**src/rtl/arcade_input_mapper_if.sv**
```systemverilog
// Control bus between the joystick/keyboard drivers and the mapper. The input side
// carries raw controller words; the output side carries the per-player game controls.
interface arcade_input_mapper_if #(
  parameter int NUM_PLAYERS = 2,
  parameter int NUM_BUTTONS = 2
);
  logic [10:0]                        ps2_key;
  logic [16*NUM_PLAYERS-1:0]          joy_usb;
  logic [16*NUM_PLAYERS-1:0]          joy_db;
  logic                               db_ena;
  logic [1:0]                         rotate;
  logic                               coin_auto;
  logic [NUM_PLAYERS-1:0]             autofire_en;
  logic [4*NUM_PLAYERS-1:0]           p_dir;
  logic [NUM_BUTTONS*NUM_PLAYERS-1:0] p_btn;
  logic [NUM_PLAYERS-1:0]             p_start;
  logic [NUM_PLAYERS-1:0]             p_coin;

  modport master (
    output ps2_key, joy_usb, joy_db, db_ena, rotate, coin_auto, autofire_en,
    input  p_dir, p_btn, p_start, p_coin
  );
  modport slave (
    input  ps2_key, joy_usb, joy_db, db_ena, rotate, coin_auto, autofire_en,
    output p_dir, p_btn, p_start, p_coin
  );
endinterface

```
**src/rtl/arcade_input_mapper.sv**
```systemverilog
// Per-player arcade control mapper: merges USB, UserIO and PS/2 keyboard, then applies
// rotation, SOCD cleaning, button-0 autofire and timed coin pulses with holdoff.
module arcade_input_mapper_lane #(
  parameter int NUM_BUTTONS    = 2,
  parameter int COIN_PULSE_CYC = 240000
) (
  input  logic                   clk_sys,
  input  logic                   reset,
  input  logic [5+NUM_BUTTONS:0] word,
  input  logic [1:0]             rotate,
  input  logic                   coin_auto,
  input  logic                   autofire_en,
  input  logic                   af_tick,
  output logic [3:0]             dir,
  output logic [NUM_BUTTONS-1:0] btn,
  output logic                   start,
  output logic                   coin
);
  localparam int CW = $clog2(COIN_PULSE_CYC + 1);

  typedef enum logic [1:0] {IDLE, PULSE, HOLDOFF} coin_state_t;

  logic u, d, l, r, ru, rd, rl, rr;
  logic [3:0] dir_d;
  logic [NUM_BUTTONS-1:0] btn_raw, btn_d;
  logic b0_prev, coin_prev, start_prev, trig;
  logic coin_in, start_in;
  coin_state_t state, state_n;
  logic [CW-1:0] cnt, cnt_n;

  assign {u, d, l, r} = word[3:0];
  assign btn_raw  = word[4 +: NUM_BUTTONS];
  assign start_in = word[4+NUM_BUTTONS];
  assign coin_in  = word[5+NUM_BUTTONS];

  always_comb begin
    {ru, rd, rl, rr} = {u, d, l, r};
    case (rotate)
      2'd1:    {ru, rd, rl, rr} = {l, r, d, u};
      2'd2:    {ru, rd, rl, rr} = {r, l, u, d};
      2'd3:    {ru, rd, rl, rr} = {d, u, r, l};
      default: ;
    endcase
  end

  // Opposing directions cancel after rotation; output order is {R,L,D,U}.
  assign dir_d = {rr & ~rl, rl & ~rr, rd & ~ru, ru & ~rd};

  // Autofire: fire on the first held cycle, then flip on every shared divider tick.
  always_comb begin
    btn_d = btn_raw;
    if (autofire_en) begin
      if (!btn_raw[0])   btn_d[0] = 1'b0;
      else if (!b0_prev) btn_d[0] = 1'b1;
      else if (af_tick)  btn_d[0] = ~btn[0];
      else               btn_d[0] = btn[0];
    end
  end

  always_ff @(posedge clk_sys) begin
    if (reset) begin
      dir     <= '0;
      btn     <= '0;
      start   <= 1'b0;
      b0_prev <= 1'b0;
    end else begin
      dir     <= dir_d;
      btn     <= btn_d;
      start   <= start_in;
      b0_prev <= btn_raw[0];
    end
  end

  // Edge memories track the level every cycle so a level held through holdoff cannot retrigger.
  assign trig = (coin_in & ~coin_prev) | (coin_auto & start_in & ~start_prev);

  always_ff @(posedge clk_sys) begin
    if (reset) begin
      state      <= IDLE;
      cnt        <= '0;
      coin_prev  <= 1'b0;
      start_prev <= 1'b0;
    end else begin
      state      <= state_n;
      cnt        <= cnt_n;
      coin_prev  <= coin_in;
      start_prev <= start_in;
    end
  end

  always_comb begin
    state_n = state;
    cnt_n   = cnt;
    case (state)
      IDLE: if (trig) begin
        state_n = PULSE;
        cnt_n   = '0;
      end
      PULSE: if (cnt == CW'(COIN_PULSE_CYC - 1)) begin
        state_n = HOLDOFF;
        cnt_n   = '0;
      end else cnt_n = cnt + CW'(1);
      HOLDOFF: if (cnt == CW'(COIN_PULSE_CYC - 1)) begin
        state_n = IDLE;
        cnt_n   = '0;
      end else cnt_n = cnt + CW'(1);
      default: begin
        state_n = IDLE;
        cnt_n   = '0;
      end
    endcase
  end

  assign coin = (state == PULSE);
endmodule

module arcade_input_mapper #(
  parameter int NUM_PLAYERS    = 2,
  parameter int NUM_BUTTONS    = 2,
  parameter int COIN_PULSE_CYC = 240000,
  parameter int AUTOFIRE_DIV   = 600000
) (
  input logic                 clk_sys,
  input logic                 reset,
  arcade_input_mapper_if.slave bus
);
  localparam int DW = $clog2(AUTOFIRE_DIV + 1);
  localparam int W  = 6 + NUM_BUTTONS;

  localparam int K0U = 0,  K0D = 1,  K0L = 2,  K0R = 3,  K0B0A = 4, K0B0B = 5, K0B1 = 6;
  localparam int K0SA = 7, K0SB = 8, K0C = 9;
  localparam int K1U = 10, K1D = 11, K1L = 12, K1R = 13, K1B0 = 14, K1B1 = 15;
  localparam int K1SA = 16, K1SB = 17, K1C = 18;

  logic        ps2_tog;
  logic [18:0] key;
  logic [DW-1:0] div_cnt;
  logic        af_tick;

  logic [NUM_PLAYERS-1:0][15:0]            usb_w, db_w, kbd_word, merged;
  logic [NUM_PLAYERS-1:0][3:0]             dir_w;
  logic [NUM_PLAYERS-1:0][NUM_BUTTONS-1:0] btn_w;
  logic [NUM_PLAYERS-1:0]                  start_w, coin_w;

  function automatic logic [15:0] kmap(input logic ku, kd, kl, kr, kb0, kb1, kst, kcn);
    logic [15:0] w;
    w    = '0;
    w[0] = kr;
    w[1] = kl;
    w[2] = kd;
    w[3] = ku;
    w[4] = kb0;
    if (NUM_BUTTONS > 1) w[5] = kb1;
    w[4+NUM_BUTTONS] = kst;
    w[5+NUM_BUTTONS] = kcn;
    return w;
  endfunction

  // A PS/2 event is signalled by bit 10 changing; the copy is seeded at reset so release is quiet.
  always_ff @(posedge clk_sys) begin
    if (reset) begin
      ps2_tog <= bus.ps2_key[10];
      key     <= '0;
    end else begin
      ps2_tog <= bus.ps2_key[10];
      if (bus.ps2_key[10] != ps2_tog) begin
        case (bus.ps2_key[8:0])
          9'h175: key[K0U]   <= bus.ps2_key[9];
          9'h172: key[K0D]   <= bus.ps2_key[9];
          9'h16B: key[K0L]   <= bus.ps2_key[9];
          9'h174: key[K0R]   <= bus.ps2_key[9];
          9'h029: key[K0B0A] <= bus.ps2_key[9];
          9'h014: key[K0B0B] <= bus.ps2_key[9];
          9'h011: key[K0B1]  <= bus.ps2_key[9];
          9'h005: key[K0SA]  <= bus.ps2_key[9];
          9'h016: key[K0SB]  <= bus.ps2_key[9];
          9'h02E: key[K0C]   <= bus.ps2_key[9];
          9'h02D: key[K1U]   <= bus.ps2_key[9];
          9'h02B: key[K1D]   <= bus.ps2_key[9];
          9'h023: key[K1L]   <= bus.ps2_key[9];
          9'h034: key[K1R]   <= bus.ps2_key[9];
          9'h01C: key[K1B0]  <= bus.ps2_key[9];
          9'h01B: key[K1B1]  <= bus.ps2_key[9];
          9'h006: key[K1SA]  <= bus.ps2_key[9];
          9'h01E: key[K1SB]  <= bus.ps2_key[9];
          9'h036: key[K1C]   <= bus.ps2_key[9];
          default: ;
        endcase
      end
    end
  end

  assign af_tick = (div_cnt == DW'(AUTOFIRE_DIV - 1));

  always_ff @(posedge clk_sys) begin
    if (reset)        div_cnt <= '0;
    else if (af_tick) div_cnt <= '0;
    else              div_cnt <= div_cnt + DW'(1);
  end

  always_comb begin
    kbd_word    = '0;
    kbd_word[0] = kmap(key[K0U], key[K0D], key[K0L], key[K0R], key[K0B0A] | key[K0B0B],
                       key[K0B1], key[K0SA] | key[K0SB], key[K0C]);
    for (int p = 1; p < NUM_PLAYERS && p < 2; p++)
      kbd_word[p] = kmap(key[K1U], key[K1D], key[K1L], key[K1R], key[K1B0],
                         key[K1B1], key[K1SA] | key[K1SB], key[K1C]);
  end

  assign usb_w = bus.joy_usb;
  assign db_w  = bus.joy_db;

  for (genvar p = 0; p < NUM_PLAYERS; p++) begin : g_player
    logic unused_hi;
    assign merged[p] = usb_w[p] | (bus.db_ena ? db_w[p] : 16'h0) | kbd_word[p];
    assign unused_hi = ^merged[p][15:W];

    arcade_input_mapper_lane #(
      .NUM_BUTTONS   (NUM_BUTTONS),
      .COIN_PULSE_CYC(COIN_PULSE_CYC)
    ) u_lane (
      .clk_sys    (clk_sys),
      .reset      (reset),
      .word       (merged[p][W-1:0]),
      .rotate     (bus.rotate),
      .coin_auto  (bus.coin_auto),
      .autofire_en(bus.autofire_en[p]),
      .af_tick    (af_tick),
      .dir        (dir_w[p]),
      .btn        (btn_w[p]),
      .start      (start_w[p]),
      .coin       (coin_w[p])
    );
  end

  assign bus.p_dir   = dir_w;
  assign bus.p_btn   = btn_w;
  assign bus.p_start = start_w;
  assign bus.p_coin  = coin_w;
endmodule

```
**src/flat_wrapper.sv**
```systemverilog
// flat-port wrapper written by rule: the top's interface ports become plain ports
module arcade_input_mapper_flat 
#(
  parameter int NUM_PLAYERS    = 2,
  parameter int NUM_BUTTONS    = 2,
  parameter int COIN_PULSE_CYC = 240000,
  parameter int AUTOFIRE_DIV   = 600000
)
  (clk_sys, reset, bus_ps2_key, bus_joy_usb, bus_joy_db, bus_db_ena, bus_rotate, bus_coin_auto, bus_autofire_en, bus_p_dir, bus_p_btn, bus_p_start, bus_p_coin);
  arcade_input_mapper_if #(.NUM_PLAYERS(NUM_PLAYERS), .NUM_BUTTONS(NUM_BUTTONS)) bus_i ();
  input logic clk_sys;
  input logic reset;
  input wire logic [$bits(bus_i.ps2_key)-1:0] bus_ps2_key;
  input wire logic [$bits(bus_i.joy_usb)-1:0] bus_joy_usb;
  input wire logic [$bits(bus_i.joy_db)-1:0] bus_joy_db;
  input wire logic [$bits(bus_i.db_ena)-1:0] bus_db_ena;
  input wire logic [$bits(bus_i.rotate)-1:0] bus_rotate;
  input wire logic [$bits(bus_i.coin_auto)-1:0] bus_coin_auto;
  input wire logic [$bits(bus_i.autofire_en)-1:0] bus_autofire_en;
  output wire logic [$bits(bus_i.p_dir)-1:0] bus_p_dir;
  output wire logic [$bits(bus_i.p_btn)-1:0] bus_p_btn;
  output wire logic [$bits(bus_i.p_start)-1:0] bus_p_start;
  output wire logic [$bits(bus_i.p_coin)-1:0] bus_p_coin;
  assign bus_i.ps2_key = bus_ps2_key;
  assign bus_i.joy_usb = bus_joy_usb;
  assign bus_i.joy_db = bus_joy_db;
  assign bus_i.db_ena = bus_db_ena;
  assign bus_i.rotate = bus_rotate;
  assign bus_i.coin_auto = bus_coin_auto;
  assign bus_i.autofire_en = bus_autofire_en;
  assign bus_p_dir = bus_i.p_dir;
  assign bus_p_btn = bus_i.p_btn;
  assign bus_p_start = bus_i.p_start;
  assign bus_p_coin = bus_i.p_coin;
  arcade_input_mapper #(.NUM_PLAYERS(NUM_PLAYERS), .NUM_BUTTONS(NUM_BUTTONS), .COIN_PULSE_CYC(COIN_PULSE_CYC), .AUTOFIRE_DIV(AUTOFIRE_DIV)) u_core (.clk_sys(clk_sys), .reset(reset), .bus(bus_i));
endmodule
```
**config.mk**
```make
export PLATFORM = sky130hd
export DESIGN_NAME = arcade_input_mapper_flat
export DESIGN_NICKNAME = d
export VERILOG_FILES = /design/src/rtl/arcade_input_mapper_if.sv /design/src/rtl/arcade_input_mapper.sv /design/src/flat_wrapper.sv
export SDC_FILE = /design/constraint.sdc
export NUM_CORES = 1
export LEC_CHECK = 0
export CELL_PAD_IN_SITES_DETAIL_PLACEMENT = 1
export CELL_PAD_IN_SITES_GLOBAL_PLACEMENT = 2
export CORE_MARGIN = 8
export CORE_UTILIZATION = 40
export CTS_CLUSTER_DIAMETER = 120
export CTS_CLUSTER_SIZE = 8
export DETAILED_ROUTE_END_ITERATION = 6
export DONT_BUFFER_PORTS = 1
export PLACE_DENSITY = 0.87
export SETUP_SLACK_MARGIN = 0.5
export SYNTH_ARGS = -nofsm -noshare
export SYNTH_HDL_FRONTEND = slang
export SYNTH_HIERARCHICAL = 1
export SYNTH_SLANG_ARGS = --single-unit
```
**constraint.sdc**
```tcl
create_clock -name clk_sys -period 5.6 [get_ports clk_sys]
set_clock_uncertainty 0.2 [all_clocks]
set_input_delay 0 -clock clk_sys [delete_from_list [all_inputs] [get_ports clk_sys]]
set_output_delay 0 -clock clk_sys [all_outputs]
set_load 0.02 [all_outputs]
```
==> reports/metrics.csv, run 1 <==
metric;value;unit
Setup TNS;0;ps
Syn Inst Count;565;
Synth Area per Inst;9.017;µm²
most frequent cell on the critical path;dlygate4sd3_1;
Final setup viols;0;
Power, Total;1.673;mW
Layout area overhead;21.54;%
Post-DRT Antenna Nets;0;
Total Wirelength;15.24;mm
kind of cell adding the most delay to the critical path;buffers and inverters;
cell taking the most area after synthesis;dfxtp_1;
crit start category;input pin;
Yosys reg bits;98;
Worst VDD drop;154.7;µV
RePlAce Congestion;0.7587;
DRT iter0 DRCs;227;
period utilization;57.67;%
Combinational Power Share;19.4;%
largest net degree at the start of global routing;64;
P_sw;487.5;µW
r2r setup slk;2440;ps
number of global-route vias before repair;4915;
switching share of power;29.15;%
Die Wd;128.9;µm
critical path's slowest cell;dlygate4sd3_1;
Crit path buffers/inverters;4;
H-tree levels;3;
# port buffers;0;
gr usage total;19.12;%
crit-path max FO;10;
Reg-to-Reg End;u_core/key[8];
number of synthesized flops with an enable pin;0;
initial antenna violation count;0;
Critical Path RT;5690;ps
initial core utilization;40.70;%
min cycle time layout;3230;ps
RSZ-0062 raised after global routing;false;
hpwl dp;9.565;mm
CTS tree;built;
top cell type's share of synthesized area;38.51;%
GR Overflow Total;0;
sequential fraction of design power;44.5;%
wire length per cell;19.14;µm
R2R Path Start;u_core/ps2_tog;
Final Hold Fails;0;
share of cells above drive strength 1;6.891;%
f_max;309.6;MHz
Nets;713;
TritonCTS Buffers;9;
sequential area share after synthesis;38.51;%
Int Power;1.185;mW
first-pass GRT wire length;25.37;mm
Area contributors post-synth;dfxtp_1 39%, nor2_1 4.1%, mux4_2 3.5%;
critical path depth in cells;8;
post-synth cell types;59;
MaxCap Viol Count;0;
Skew-Pair Late Insertion Delay;340;ps
synth warn;6;
Mapped Nets;659;
Cell Area, Synth;0.005095;mm²
antenna cell count;0;
asr flop ratio synth;0;%
I/O Pins;99;
crit path kind;input pin to register;
status;complete, no violations;
via count;4583;
first-pass detailed-route iteration total;4;
cells resized by post-CTS repair;0;
Rel. slew slack;20.51;%
Critical Path, Cell by Cell;dlygate4sd3_1 -> nand2b_1 -> dlygate4sd3_1 -> nor4_1 -> dlygate4sd3_1 -> nand2_1 -> a21oi_1 -> dlygate4sd3_1;
Cell Pwr Density;270.1;mW/mm²
dominant synthesized flop cell;dfxtp_1;
worst path arrival time;3320;ps
Slew Limit Fails;0;
LEAKAGE;2.070;nW
Max Root-Sink Buffers;2;
Worst Max-Slew Pin Slew;1184;ps
Clk network pwr share;36.0;%
total die area;0.01660;mm²
clock root cell;clkbuf_16;
WHS Path Cells;4;
DRC violations left;0;
Vias/cell;5.758;
Clock transition at path regs;70;ps
max incr delay on CP;790;ps
CORE AREA;0.01252;mm²
Site Rows;41;
min-delay worst type;input pin to register;
worst setup path endpoint;u_core/key[8];
R2R cell count;6;
Die Ht;128.9;µm
CTS sink count;98;
crit path launch;bus_ps2_key[4];
Worst Setup End Kind;register;
## layer usage
layer / wire, µm / vias to the layer above / share of wire [%] / track usage, %
met4: 237 / 0 / 1.6 / 6.773
met1: 6355 / 2284 / 42 / 21.18
li1: - / 2208 / - / -
met2: 7892 / 74 / 52 / 34.33
met3: 753 / 17 / 4.9 / 5.213
met5: 0 / - / 0 / 0
## kinds of logic (layout without fill, tap and decap cells)
family / Yosys count / in the layout / synth area share (%)
AND/OR/NAND/NOR: 267 / 267 / 30.48
flip-flops: 98 / 98 / 38.51
AO/OA/AOI/OAI: 95 / 95 / 13.53
buffers and inverters: 42 / 101 / 3.340
XOR/XNOR: 30 / 30 / 5.157
multiplexers: 22 / 22 / 6.287
adder cells (fa/ha/maj): 11 / 11 / 2.701
## synth_stat cells, types with 5 or more instances
cell / instances
nor2_1: 55
mux2i_1: 14
a211o_1: 13
inv_1: 16
or4_1: 5
nor4b_1: 8
a31oi_1: 11
nor4_1: 17
dfxtp_1: 98
nand3b_1: 7
o21ai_1: 6
and4_1: 5
nor2b_1: 10
mux4_2: 8
a21oi_1: 18
nand2_1: 43
xor2_1: 17
nor3_1: 8
nand2b_1: 10
nor3b_1: 8
nand4b_1: 7
or3_1: 7
nand4_1: 20
ha_1: 11
o21ai_0: 14
clkbuf_1: 20
nand3_1: 23
and3_1: 9
xnor2_1: 13
## state kept, by name, indices dropped and copies added (netlist names), 2 cells and up
| register | flops |
|---|---|
| u_core/div_cnt | 20 |
| u_core/g_player.u_lane/b0_prev | 2 |
| u_core/g_player.u_lane/btn | 4 |
| u_core/g_player.u_lane/cnt | 36 |
| u_core/g_player.u_lane/coin_prev | 2 |
| u_core/g_player.u_lane/dir | 8 |
| u_core/g_player.u_lane/start_prev | 2 |
| u_core/g_player.u_lane/state | 4 |
| u_core/key | 19 |
## cell type report
type | count | area, µm²
Fill cell | 1459 | 6325
Multi-Input combinational cell | 425 | 2963
Sequential cell | 98 | 1962
Timing Repair Buffer | 69 | 708.2
Clock buffer | 14 | 274.0
Tap cell | 172 | 215.2
Inverter | 16 | 60.06
Clock inverter | 2 | 10.01
## worst reg2reg max path: stages (launching register included)
cell	delay, ps
dfxtp_1	340
xnor2_1	930
nor4_1	220
dlygate4sd3_1	650
nand2_1	80
a21oi_1	70
dlygate4sd3_1	570
## cell usage in the layout (no fill, tap or decap), drive strengths merged, types with 9 or more instances in the layout
cell	Yosys	final
mux2i	14	14
xnor2	13	13
nor3	10	10
dfxtp	98	98
a21oi	20	20
nand2	43	43
ha	11	11
nand2b	10	10
nor4	18	18
xor2	17	17
clkbuf	20	14
a211o	13	13
nand3	23	23
o21ai	22	22
nor2b	10	10
and3	9	9
dlygate4sd3	0	68
a31oi	11	11
inv	16	16
nand4	23	23
nor2	55	55
## timing repair
action	in CTS	in global routing
setup endpoints to repair	0	0
endpoints found under the hold margin	98	0
buffers inserted	0	0
hold buffers	69	0
## power groups by stage
stage          Combinational [mW]  Sequential [mW]  Clock [mW]
4_1_cts                     0.324            0.745       0.615
2_1_floorplan               0.224            0.756           0
6_report                    0.325            0.745       0.603
5_1_grt                     0.358            0.748       0.648
3_3_place_gp                0.257            0.759           0
3_5_place_dp                0.267            0.761           0
## stage by stage
| step | util [%] | setup WS (ps) | cells | area [µm²] | hold slack (ps) |
|---|---|---|---|---|---|
| floorplan | - | 3545 | 565 | 5095 | -172.3 |
| global placement | 41.54 | 3246 | 711 | 5200 | -171.6 |
| detailed placement | 41.54 | 3146 | 711 | 5200 | -171.6 |
| CTS | 49.47 | 2650 | 796 | 6192 | 9.153 |
| global route | 49.47 | 2214 | 796 | 6192 | 62.27 |
| finish | 49.47 | 2370 | 796 | 6192 | 31.30 |
## worst min-delay path by stage
stage,from,to,slack (ps)
floorplan,bus_ps2_key[10],u_core/ps2_tog,-170
global placement,bus_ps2_key[10],u_core/ps2_tog,-170
detailed placement,bus_ps2_key[10],u_core/ps2_tog,-170
CTS,bus_coin_auto,u_core/g_player[1].u_lane/cnt[8],9
global route,bus_coin_auto,u_core/g_player[1].u_lane/cnt[8],60
finish,bus_coin_auto,u_core/g_player[1].u_lane/cnt[8],30
Power figures use the tool's default switching activity.
==> inputs of run 2 (changes only) <==
Settings changed: CORE_UTILIZATION 40 to 35, PLACE_DENSITY 0.87 to 0.81.
Clock period 5.6 ns to 2.68 ns, I/O delays scaled along.
==> run 2 against run 1 <==
Net effect: flip-flop and latch count is the same; sequential power grew 110%; wire length shrank 1.1%; cell count grew 1.6%; global-route usage shrank 2.3 points; via count shrank 0.17%; die area grew 12%; critical path depth shrank 2; critical path type unchanged; count of clock-buffer cells in the layout shrank 3; core utilization shrank 5.4 points; sequential share of layout area shrank 0.58 points; worst setup slack lost 1900 ps.
==> reports/metrics.csv, run 2 (synthesized netlist as in run 1, its figures left out) <==
metric;value;unit
hpwl dp;9.887;mm
RePlAce Congestion;0.7683;
status;complete, no violations;
Worst VDD drop;309.7;µV
Post-DRT Antenna Nets;0;
LEAKAGE;2.165;nW
initial core utilization;35.46;%
Final setup viols;0;
CTS tree;built;
Combinational Power Share;19.7;%
TritonCTS Buffers;9;
Finished Layout Cells;809;
Cell Pwr Density;580.4;mW/mm²
I/O Pins;99;
Final Hold Fails;0;
GR Overflow Total;0;
Critical Path, Cell by Cell;dlygate4sd3_1 -> nor4_1 -> dlygate4sd3_1 -> nand2_1 -> o311ai_1 -> o41ai_1;
Fill cells;1611;
sequential fraction of design power;42.6;%
DRT iter0 DRCs;260;
f_max;459.0;MHz
kind of cell adding the most delay to the critical path;buffers and inverters;
most frequent cell on the critical path;dlygate4sd3_1;
number of global-route vias before repair;4854;
worst path arrival time;2220;ps
CTS sink count;98;
Vias/cell;5.655;
crit-path max FO;4;
Multi-input gate area;0.003043;mm²
Power, Total;3.672;mW
max incr delay on CP;660;ps
first-pass detailed-route iteration total;4;
critical path's slowest cell;dlygate4sd3_1;
switching share of power;29.71;%
Total Wirelength;15.07;mm
share of cells above drive strength 1;11.54;%
RSZ-0062 raised after global routing;true;
min cycle time layout;2178;ps
max reg flops;36;
Setup TNS;0;ps
clock root cell;clkbuf_16;
placed cells;732;
Die Ht;136.7;µm
Critical Path RT;2720;ps
gr usage total;16.78;%
Worst Max-Slew Pin Slew;666.8;ps
Nets;713;
initial antenna violation count;1;
DRC violations left;0;
Reg area;0.001968;mm²
Int Power;2.582;mW
postcts setup bufs;0;
crit start category;input pin;
# port buffers;0;
crit path kind;input pin to register;
wire length per cell;18.63;µm
first-pass GRT wire length;24.92;mm
biggest regs;u_core/g_player.u_lane/cnt (36), u_core/div_cnt (20), u_core/key (19);
CORE AREA;0.01437;mm²
Reg with most FFs;u_core/g_player.u_lane/cnt;
largest net degree at the start of global routing;64;
Rel. slew slack;55.33;%
commonest cells after routing, fill and taps aside;95 x dfxtp_1, 55 x nor2_1, 50 x dlygate4sd3_1;
Worst Setup End Kind;register;
Skew-Pair Late Insertion Delay;360;ps
Die Wd;136.7;µm
total die area;0.01867;mm²
Layout area overhead;24.19;%
period utilization;81.29;%
via count;4575;
Clk network pwr share;37.7;%
Max Root-Sink Buffers;2;
Site Rows;44;
min-delay worst type;input pin to register;
commonest non-fill, non-tap cell in the layout;dfxtp_1;
H-tree levels;3;
Slew Limit Fails;0;
MaxCap Viol Count;0;
P_sw;1.091;mW
Clock transition at path regs;80;ps
Crit path buffers/inverters;2;
## run 2: cell types whose count changed in the layout (fill, tap and decap cells not counted), sizes merged, moves of 2 or more
cell / previous run / this run
buf: 1 / 10
dlymetal6s4s: 0 / 9
clkinvlp: 0 / 2
dlygate4sd3: 68 / 50
clkbuf: 14 / 11
## run 2: worst paths after layout
path / startpoint / to / slack (ps) / cells past startpoint
worst max-delay path: bus_ps2_key[5] / u_core/key[16] / 500 / 6
worst min-delay path: bus_coin_auto / u_core/g_player[1].u_lane/cnt[16] / 10 / 5
worst max register to register: u_core/key[12] / u_core/g_player[1].u_lane/dir[1] / 530 / 4
worst min register to register: u_core/div_cnt[0] / u_core/div_cnt[0] / 260 / 1
## run 2: what timing repair did
action / in CTS / in global routing
hold endpoints to repair: 79 / 2
gates resized for setup: 11 / 21
gates cloned: 0 / 0
hold buffers: 59 / 1
pin swaps: 2 / 1
setup endpoints to repair: 31 / 46
## run 2: layout make-up
cell class,instances,share of cell area (%)
clock buffer,11,3.994
tap,184,3.639
multi-input combinational,425,48.09
clock inverter,5,0.9887
timing repair buffer,69,11.19
sequential,98,31.11
antenna,1,0.03955
inverter,16,0.9492
## run 2: power groups by stage
stage               registers [mW]  logic (mW)  clock network, mW
global route                  1.57       0.790               1.48
CTS                           1.56       0.703               1.43
detailed placement            1.59       0.573                  0
global placement              1.59       0.554                  0
finish                        1.56       0.723               1.39
floorplan                     1.58       0.469                  0
## run 2: tightest hold or removal path, delay by kind of cell
kind,cells,cell delay (ps)
and+or+nand+nor,3,320
AOI/OAI and AO/OA,2,210
## run 2: stage by stage
stage	util, %	hold WS (ps)	instance area [µm²]	setup slack [ps]
final	44.04	11.96	6327	501.6
after detailed placement	36.76	-172.1	5283	263.3
after global routing	44.04	34.97	6327	425.1
after global placement	36.76	-172.1	5283	299.7
after floorplan	-	-172.3	5095	625.2
after CTS	43.49	1.175	6248	531.8
## run 2: layer usage
| layer | global-route usage [%] | share of wire (%) | vias to the layer above |
|---|---|---|---|
| met1 | 18.74 | 42 | 2268 |
| met2 | 29.45 | 51 | 70 |
| met5 | 0 | 0 | - |
| met4 | 7.322 | 2.2 | 0 |
| li1 | - | - | 2217 |
| met3 | 4.369 | 4.5 | 20 |
